<file path="src/rtl/neuron_backprop.sv">
// -----------------------------------------------------------------------------
// neuron_backprop
//
// Purpose:
//   Propagates a training target back through a single neuron. A pass begins
//   when start is accepted. The block captures the inputs, the produced output,
//   the target output and the weights, then computes err = expected_out - out.
//   It then walks the N inputs one element per cycle:
//     expected_in[i] = clamp(in[i] + ((err * weights[i]) >>> shift), 0, 255)
//   The shift is 8 in the default build.
//
// Optional feature:
//   NEURON_BACKPROP_LR_EN - adds a 3-bit lr_shift input. It is captured with
//   the other operands, and the shift becomes 8 + lr_shift.
//
// Ports:
//   clk           single clock, rising edge
//   rst           synchronous active-high reset
//   start         one-cycle request to begin a pass (ignored while busy)
//   lr_shift      learning-rate shift (only with NEURON_BACKPROP_LR_EN)
//   busy          high while a pass is in progress (ITER and DONE)
//   done          one-cycle pulse once every expected_in element is written
//   in[N]         neuron inputs of the evaluated sample (0..255 = 0.0..1.0)
//   out           neuron output actually produced
//   expected_out  target output from the downstream layer
//   weights[N]    current weights, signed Q8.8
//   expected_in[N] propagated targets for the upstream layer
// -----------------------------------------------------------------------------
package neuron_backprop_pkg;
  typedef logic [7:0]         zero2one_t;
  typedef logic signed [15:0] frac_t;
endpackage

module neuron_backprop
  import neuron_backprop_pkg::*;
#(
  parameter int N = 16
) (
  input  logic      clk,
  input  logic      rst,
  input  logic      start,
`ifdef NEURON_BACKPROP_LR_EN
  input  logic [2:0] lr_shift,
`endif
  output logic      busy,
  output logic      done,
  input  zero2one_t in           [N],
  input  zero2one_t out,
  input  zero2one_t expected_out,
  input  frac_t     weights      [N],
  output zero2one_t expected_in  [N]
);

  // Elaboration guards on the parameter range and on the fixed type widths.
  if (N < 1 || N > 64) begin : g_bad_n
    $error("neuron_backprop: N must be within 1..64");
  end
  if ($bits(zero2one_t) != 8) begin : g_bad_z2o
    $error("neuron_backprop: zero2one_t must be 8 bits wide");
  end
  if ($bits(frac_t) != 16) begin : g_bad_frac
    $error("neuron_backprop: frac_t must be 16 bits wide");
  end

  localparam int IDX_W = (N > 1) ? $clog2(N) : 1;
  localparam logic [IDX_W-1:0] LAST_IDX = IDX_W'(N - 1);

  typedef enum logic [1:0] {
    IDLE = 2'd0,
    ITER = 2'd1,
    DONE = 2'd2
  } state_t;

  state_t           state_r;
  state_t           state_next_s;
  logic             cap_s;
  logic             wr_s;
  logic             busy_r;
  logic             done_r;
  logic [IDX_W-1:0] idx_r;

  // Operands frozen for the whole pass.
  zero2one_t        in_r     [N];
  frac_t            w_r      [N];
  logic signed [8:0] err_r;
`ifdef NEURON_BACKPROP_LR_EN
  logic [2:0]       lr_r;
`endif

  zero2one_t        exp_in_r [N];

  // Per-element datapath signals.
  zero2one_t          in_sel_s;
  frac_t              w_sel_s;
  logic [3:0]         shamt_s;
  logic signed [24:0] p_s;
  logic signed [24:0] d_s;
  logic signed [25:0] sum_s;
  zero2one_t          wr_val_s;

  // Saturates a signed sum to the 0..255 range; there is no wrap-around.
  function automatic zero2one_t clamp_u8(input logic signed [25:0] v);
    zero2one_t r;
    if (v < 26'sd0) begin
      r = 8'd0;
    end else if (v > 26'sd255) begin
      r = 8'd255;
    end else begin
      r = v[7:0];
    end
    return r;
  endfunction

  // State register.
  always_ff @(posedge clk) begin
    if (rst) begin
      state_r <= IDLE;
    end else begin
      state_r <= state_next_s;
    end
  end

  // Next-state and control decode. A start is accepted only in IDLE, so a start
  // in ITER or DONE (including in the done cycle) is dropped.
  always_comb begin
    state_next_s = state_r;
    cap_s        = 1'b0;
    wr_s         = 1'b0;
    case (state_r)
      IDLE: begin
        if (start) begin
          state_next_s = ITER;
          cap_s        = 1'b1;
        end else begin
          state_next_s = IDLE;
        end
      end
      ITER: begin
        wr_s = 1'b1;
        if (idx_r == LAST_IDX) begin
          state_next_s = DONE;
        end else begin
          state_next_s = ITER;
        end
      end
      DONE: begin
        state_next_s = IDLE;
      end
      default: begin
        state_next_s = IDLE;
      end
    endcase
  end

  // Registered status outputs, decoded from the next state so that they line up
  // with the state register.
  always_ff @(posedge clk) begin
    if (rst) begin
      busy_r <= 1'b0;
      done_r <= 1'b0;
    end else begin
      busy_r <= (state_next_s != IDLE);
      done_r <= (state_next_s == DONE);
    end
  end

  // Element select and arithmetic for the element addressed by idx_r.
  // Both factors are sign-extended to 25 bits. The true product always fits in
  // 25 signed bits, so the truncated product is exact.
  always_comb begin
    in_sel_s = in_r[idx_r];
    w_sel_s  = w_r[idx_r];
`ifdef NEURON_BACKPROP_LR_EN
    shamt_s  = 4'd8 + {1'b0, lr_r};
`else
    shamt_s  = 4'd8;
`endif
    p_s      = $signed({{16{err_r[8]}}, err_r}) * $signed({{9{w_sel_s[15]}}, w_sel_s});
    d_s      = p_s >>> shamt_s;
    sum_s    = $signed({18'd0, in_sel_s}) + $signed({d_s[24], d_s});
    wr_val_s = clamp_u8(sum_s);
  end

  // Operand capture, index walk and result write-back.
  always_ff @(posedge clk) begin
    if (rst) begin
      idx_r <= '0;
      err_r <= 9'sd0;
`ifdef NEURON_BACKPROP_LR_EN
      lr_r  <= 3'd0;
`endif
      for (int i = 0; i < N; i++) begin
        in_r[i]     <= 8'd0;
        w_r[i]      <= 16'sd0;
        exp_in_r[i] <= 8'd0;
      end
    end else if (cap_s) begin
      in_r  <= in;
      w_r   <= weights;
      err_r <= $signed({1'b0, expected_out}) - $signed({1'b0, out});
`ifdef NEURON_BACKPROP_LR_EN
      lr_r  <= lr_shift;
`endif
      idx_r <= '0;
    end else if (wr_s) begin
      exp_in_r[idx_r] <= wr_val_s;
      idx_r           <= idx_r + IDX_W'(1);
    end else begin
      idx_r <= idx_r;
    end
  end

  assign busy        = busy_r;
  assign done        = done_r;
  assign expected_in = exp_in_r;

endmodule
</file>
<file path="config.mk">
export PLATFORM = sky130hd
export DESIGN_NAME = neuron_backprop
export DESIGN_NICKNAME = d
export VERILOG_FILES = /design/src/rtl/neuron_backprop.sv
export SDC_FILE = /design/constraint.sdc
export NUM_CORES = 1
export LEC_CHECK = 0
export CORE_MARGIN = 2
export CORE_UTILIZATION = 58
export CTS_BUF_LIST = sky130_fd_sc_hd__clkbuf_8
export CTS_CLUSTER_DIAMETER = 100
export DETAILED_ROUTE_END_ITERATION = 7
export PLACE_DENSITY_LB_ADDON = 0.3
export SYNTH_ARGS = -nofsm -noshare
export SYNTH_HDL_FRONTEND = slang
export SYNTH_SLANG_ARGS = --single-unit
</file>
<file path="constraint.sdc">
create_clock -name clk -period 27.6 [get_ports clk]
set_input_delay 5.52 -clock clk [delete_from_list [all_inputs] [get_ports clk]]
set_output_delay 5.52 -clock clk [all_outputs]
set_load 0.1 [all_outputs]
</file>
==> results.sh, run 1 <==
export IMPL_ir_drop_v=0.00003877
export IMPL_crit_arrival_ns=12.09
export IMPL_syn_avg_cell_area_um2=8.848
export IMPL_ys_warnings_count=0
export IMPL_overflow=0
export IMPL_synth_common_cells="nand2_1, dfxtp_1, a21oi_1, clkbuf_1, nor2_1"
export IMPL_die_area_um2=49370
export IMPL_routed_wl_um=87870
export IMPL_antenna_found_initial=5
export IMPL_ys_types=67
export IMPL_worst_slew_pin_transition_ns=1.311
export IMPL_total_power_uw=1923
export IMPL_post_route_period_util_pct=42.06
export IMPL_timing_fmax_mhz=86.14
export IMPL_critPathMaxStageDelay_ns=0.99
export IMPL_synth_area_um2=27610
export IMPL_critPathBufInv=5
export IMPL_rsz0062_at_grt="no"
export IMPL_critPathKind="flip-flop to flip-flop"
export IMPL_crit_slowest_cell="o31ai_4"
export IMPL_vias=24907
export IMPL_layout_nets=4120
export IMPL_status="completed"
export IMPL_cts_resized=0
export IMPL_drt_iter0_markers=2560
export IMPL_setup_viol=0
export IMPL_drc=0
export IMPL_max_clock_path_buffers=3
export IMPL_p_leak_uw=0.01341
export IMPL_clk_pin_slew_ns=0.06
export IMPL_core_um2=46750
export IMPL_syn_inst=3121
export IMPL_dp_hpwl_um=65190
export IMPL_hold_violations=0
export IMPL_tns_ns=0
export IMPL_synth_edf_count=0
export IMPL_cp_top_family="compound AO/OA/AOI/OAI gates"
export IMPL_clock_latency_ns=0.70
export IMPL_post_cts_buffers=0
export IMPL_fin_skew_ns=0.03949
export IMPL_cp_data_required_time_ns=28.08
export IMPL_min_period_ns=11.61
export IMPL_yosysSeqAreaShare_pct=38.35
export IMPL_hold_path_class="flip-flop to flip-flop"
export IMPL_grt_pass1_wl_um=135900
export IMPL_synthFlopType="dfxtp_1"
export IMPL_final_util_pct=74.31
export IMPL_io_pins=533
export IMPL_synth_top_area_share_pct=38.35
export IMPL_drive_above_1_share_pct=9.813
export IMPL_gp_congestion=0.8801
export IMPL_fp_dieW_um=222.2
export IMPL_cts_buffers_inserted=82
export IMPL_ys_top_cells_by_area="dfxtp_1, nand2_1, mux4_2, fa_1, a21oi_1"
export IMPL_area_growth_pct=25.81
export IMPL_ant_nets=0
export IMPL_wire_per_inst_um=20.92
export IMPL_slew_headroom_pct=12.57
export IMPL_start_kind="flip-flop"
export IMPL_cts_sinks=529
export IMPL_ctsHtreeMaxLevel=3
export IMPL_switching_share_pct=30.75
export IMPL_power_switching_uw=591.5
export IMPL_grt_pass1_vias=24734
export IMPL_power_density_cell_area_nw_per_um2=55.36
export IMPL_crit_fanout=43
export IMPL_comb_power_share_pct=21.7
export IMPL_p_int_uw=1332
export IMPL_dieHeight_um=222.2
export IMPL_maxCapViolations=0
export IMPL_whs_ns=0.4525
export IMPL_setup_worst_path_end_class="flip-flop"
export IMPL_grt_usage_pct=35.18
export IMPL_holdBufCountCts=0
export IMPL_path_common_cell="fa_1"
export IMPL_dr_pass1_iters=7
export IMPL_synth_net_count=3711
export IMPL_ys_ff_latch=529
export IMPL_root_buffer="clkbuf_8"
export IMPL_synth_area_leader_cell="dfxtp_1"
export IMPL_seqPwrFrac_pct=43.0
export IMPL_finalMaxSlewViolations=0
export IMPL_io_buffers=532
export IMPL_async_reset_ff_share_pct=0
export IMPL_grt_max_degree=264
export IMPL_synth_most_common_cell="nand2_1"
export IMPL_cts_tree="done"
export IMPL_start_util_pct=59.06
export IMPL_viasPerCell=5.930
export IMPL_num_rows=79
export IMPL_clkPwrFrac_pct=35.2
layout make-up:
| cell class | count | area, um^2 |
|---|---|---|
| inverter | 128 | 480.5 |
| fill | 3309 | 12010 |
| tap | 607 | 759.5 |
| clock inverter | 31 | 203.9 |
| timing repair buffer | 556 | 5523 |
| antenna | 6 | 15.01 |
| clock buffer | 110 | 1514 |
| sequential | 529 | 10600 |
| multi-input combinational | 2233 | 15650 |
worst register-to-register path, delay by kind of cell (launching register included):
| kind | cells | cell delay [ns] |
|---|---|---|
| AO/OA/AOI/OAI | 9 | 3.08 |
| XOR/XNOR | 1 | 0.22 |
| adder cells (fa/ha/maj) | 7 | 2.94 |
| buffers and inverters | 5 | 1.66 |
| flip-flops | 1 | 0.57 |
| multiplexers | 3 | 1.33 |
| AND/OR/NAND/NOR | 7 | 1.62 |
stage by stage:
step | instance area [um^2] | std cells | worst slack (ns)
finish | 34740 | 4200 | 15.99
floorplan | 27610 | 3121 | 17.88
detailed placement | 33010 | 4053 | 16.10
CTS | 34730 | 4194 | 15.99
global placement | 33010 | 4053 | 16.31
global route | 34740 | 4198 | 15.27
worst paths after layout:
check | end | slack (ns) | depth (start not counted) | start
worst max-delay path | expected_in[14] | 15.99 | 32 | idx_r[0]
worst min-delay path | in_r[12] | 0.45 | 2 | in_r[12]
worst max register to register | expected_in[14] | 15.99 | 32 | idx_r[0]
worst min register to register | in_r[12] | 0.45 | 2 | in_r[12]
power by group through the flow:
stage                     clock [uW]  sequential [uW]  combinational (uW)
after floorplan                    0              854                 253
after global placement             0              841                 405
after global routing             714              831                 450
after detailed placement           0              843                 413
after CTS                        679              827                 416
final                            678              828                 418
metal layers:
metal	global-route usage (%)	wire length [um]	up-vias
met5	0	11	-
met4	21.27	5277	2
met3	5.700	6785	222
met2	59.15	42690	1266
met1	42.65	33100	12047
li1	-	-	11370
state kept, by name, indices dropped and copies added, names as in the netlist:
signal	count
state_r	2
w_r	256
in_r	128
busy	1
idx_r	4
err_r	9
expected_in	128
done	1
cell families (layout without fill, tap and decap cells):
group / count (synthesis) / after routing / synth area share (%)
AND/OR/NAND/NOR: 1205 / 1205 / 18.54
AO/OA/AOI/OAI: 685 / 685 / 15.55
flip-flops: 529 / 529 / 38.35
buffers and inverters: 359 / 825 / 5.134
adder cells (fa/ha/maj): 187 / 187 / 11.74
multiplexers: 126 / 126 / 9.737
XOR/XNOR: 30 / 30 / 0.9515
other: 0 / 6 / 0
cell usage in the layout (no fill, tap or decap), drive strengths merged, types with 83 or more instances in the layout:
master / count
fa: 120
clkbuf: 110
dfxtp: 529
clkdlybuf4s50: 531
a21oi: 417
inv: 147
nor2: 133
nand2: 875
a211oi: 83
mux4: 114
(Power assumes the default switching activity.)
==> inputs of run 2 (changes only) <==
--- a/config.mk
+++ b/config.mk
@@ -6,7 +6,7 @@
 export NUM_CORES = 1
 export LEC_CHECK = 0
 export CORE_MARGIN = 2
-export CORE_UTILIZATION = 58
+export CORE_UTILIZATION = 49
 export CTS_BUF_LIST = sky130_fd_sc_hd__clkbuf_8
 export CTS_CLUSTER_DIAMETER = 100
 export DETAILED_ROUTE_END_ITERATION = 7
==> constraint.sdc (replaced) <==
create_clock -name clk -period 9.8 [get_ports clk]
set_input_delay 1.96 -clock clk [delete_from_list [all_inputs] [get_ports clk]]
set_output_delay 1.96 -clock clk [all_outputs]
set_load 0.1 [all_outputs]
==> run 2 against run 1 <==
Clock power rose to 2.9 times the previous value. Via count down 2.1%. Power rose to 2.9 times the previous value. Sequential share of layout area fell by 0.47 points. Critical path depth did not move. Worst hold slack got worse by 0.0029 ns. Die area increased by 18%. Sequential power grew to 2.8 times the previous value. Critical path type unchanged. Largest cell class unchanged.
==> results.sh, run 2 (same netlist as run 1, synthesis figures left out) <==
export IMPL_crit_fanout=25
export IMPL_largest_register_ffs=256
export IMPL_min_period_ns=9.273
export IMPL_cts_buffers_inserted=86
export IMPL_clock_latency_ns=0.70
export IMPL_grt_max_degree=228
export IMPL_gp_congestion=0.8913
export IMPL_die_area_um2=58270
export IMPL_slew_headroom_pct=16.07
export IMPL_worstRegToRegCells=32
export IMPL_drive_above_1_share_pct=10.54
export IMPL_regMostFlops="w_r"
export IMPL_cts_tree="done"
export IMPL_hold_violations=0
export IMPL_clk_pin_slew_ns=0.06
export IMPL_final_cell_area_um2=35290
export IMPL_dieHeight_um=241.4
export IMPL_regArea_um2=10600
export IMPL_dp_hpwl_um=63980
export IMPL_maxCapViolations=0
export IMPL_multi_input_area_um2=15650
export IMPL_timing_fmax_mhz=107.8
export IMPL_num_rows=87
export IMPL_crit_slowest_cell="dfxtp_4"
export IMPL_p_leak_uw=0.01359
export IMPL_start_util_pct=49.26
export IMPL_final_cell_mix="nand2_1, clkdlybuf4s50_1, dfxtp_1, a21oi_1, inv_1"
export IMPL_path_common_cell="fa_1"
export IMPL_critPathKind="flip-flop to flip-flop"
export IMPL_hold_depth=2
export IMPL_place_inst=4219
export IMPL_start_kind="flip-flop"
export IMPL_finalMaxSlewViolations=0
export IMPL_drc=0
export IMPL_holdBufCountCts=0
export IMPL_fp_dieW_um=241.4
export IMPL_max_clock_path_buffers=3
export IMPL_status="completed"
export IMPL_root_buffer="clkbuf_8"
export IMPL_antenna_found_initial=19
export IMPL_power_density_cell_area_nw_per_um2=155.8
export IMPL_hold_path_class="flip-flop to flip-flop"
export IMPL_final_common_cell="nand2_1"
export IMPL_critPathMaxStageDelay_ns=0.62
export IMPL_drt_iter0_markers=2180
export IMPL_place_ws_ns=0.1114
export IMPL_ctsHtreeMaxLevel=3
export IMPL_grt_usage_pct=29.41
export IMPL_total_power_uw=5497
export IMPL_io_pins=533
export IMPL_vias=24389
export IMPL_place_area_um2=33340
export IMPL_fin_cells=4389
export IMPL_fin_skew_ns=0.04651
export IMPL_worst_slew_pin_transition_ns=1.254
export IMPL_fillerInstances=4676
export IMPL_wire_per_inst_um=19.94
export IMPL_ir_drop_v=0.0001017
export IMPL_post_route_period_util_pct=94.62
export IMPL_viasPerCell=5.557
export IMPL_core_um2=56060
export IMPL_routed_wl_um=87520
export IMPL_grt_pass1_wl_um=131900
export IMPL_whs_ns=0.4496
export IMPL_grt_pass1_vias=23355
export IMPL_dr_pass1_iters=5
export IMPL_setup_worst_path_end_class="flip-flop"
export IMPL_overflow=0
export IMPL_io_buffers=532
export IMPL_cts_sinks=529
export IMPL_layout_nets=4149
export IMPL_crit_arrival_ns=9.77
export IMPL_ant_nets=0
export IMPL_cp_data_required_time_ns=10.30
export IMPL_area_growth_pct=27.80
export IMPL_timing_final_ws_setup_ns=0.5272
export IMPL_setup_viol=0
[run 2: what timing repair did]
item                                    in CTS  in global routing
setup buffers                                0                  7
gates resized for setup                      0                 13
endpoints found under the setup margin       0                128
hold endpoints to repair                     0                  0
[run 2: final timing paths]
path	startpoint	to	slack (ns)
worst max register to register	idx_r[1]	expected_in[35]	0.53
worst min-delay path	w_r[24]	w_r[24]	0.45
worst min register to register	w_r[24]	w_r[24]	0.45
worst max-delay path	idx_r[1]	expected_in[35]	0.53
[run 2: final cells by class]
cell class / count / share of cell area [%]
antenna: 17 / 0.1205
timing repair buffer: 581 / 16.44
tap: 756 / 2.680
multi-input combinational: 2233 / 44.34
sequential: 529 / 30.04
clock inverter: 30 / 0.5353
clock buffer: 115 / 4.485
inverter: 128 / 1.361
[run 2: per-layer routing]
| metal | global-route usage (%) | share of wire (%) | up-vias |
|---|---|---|---|
| met1 | 37.73 | 40 | 11718 |
| met3 | 5.686 | 7.7 | 207 |
| met2 | 48.05 | 47 | 1030 |
| li1 | - | - | 11430 |
| met5 | 0 | 0.029 | - |
| met4 | 13.73 | 4.7 | 4 |
[run 2: metrics by stage]
step	TNS (ns)	util [%]
after floorplan	0	-
after global placement	0	59.48
after detailed placement	0	59.48
after CTS	0	62.64
after global routing	-0.01973	62.93
final	0	62.95
[run 2: worst max-delay path: cells and delay by family, from the launching register on]
kind,cells,cell delay [ns]
AND/OR/NAND/NOR,8,1.75
multiplexers,3,1.10
XOR/XNOR,1,0.21
buffers and inverters,4,0.69
AO/OA/AOI/OAI,9,2.03
flip-flops,1,0.62
adder cells (fa/ha/maj),7,2.66
[run 2: where the power goes]
part           internal, uW  switching [uW]
clock                  1070             902
combinational           487             700
sequential             2250            81.4
total                  3810            1680
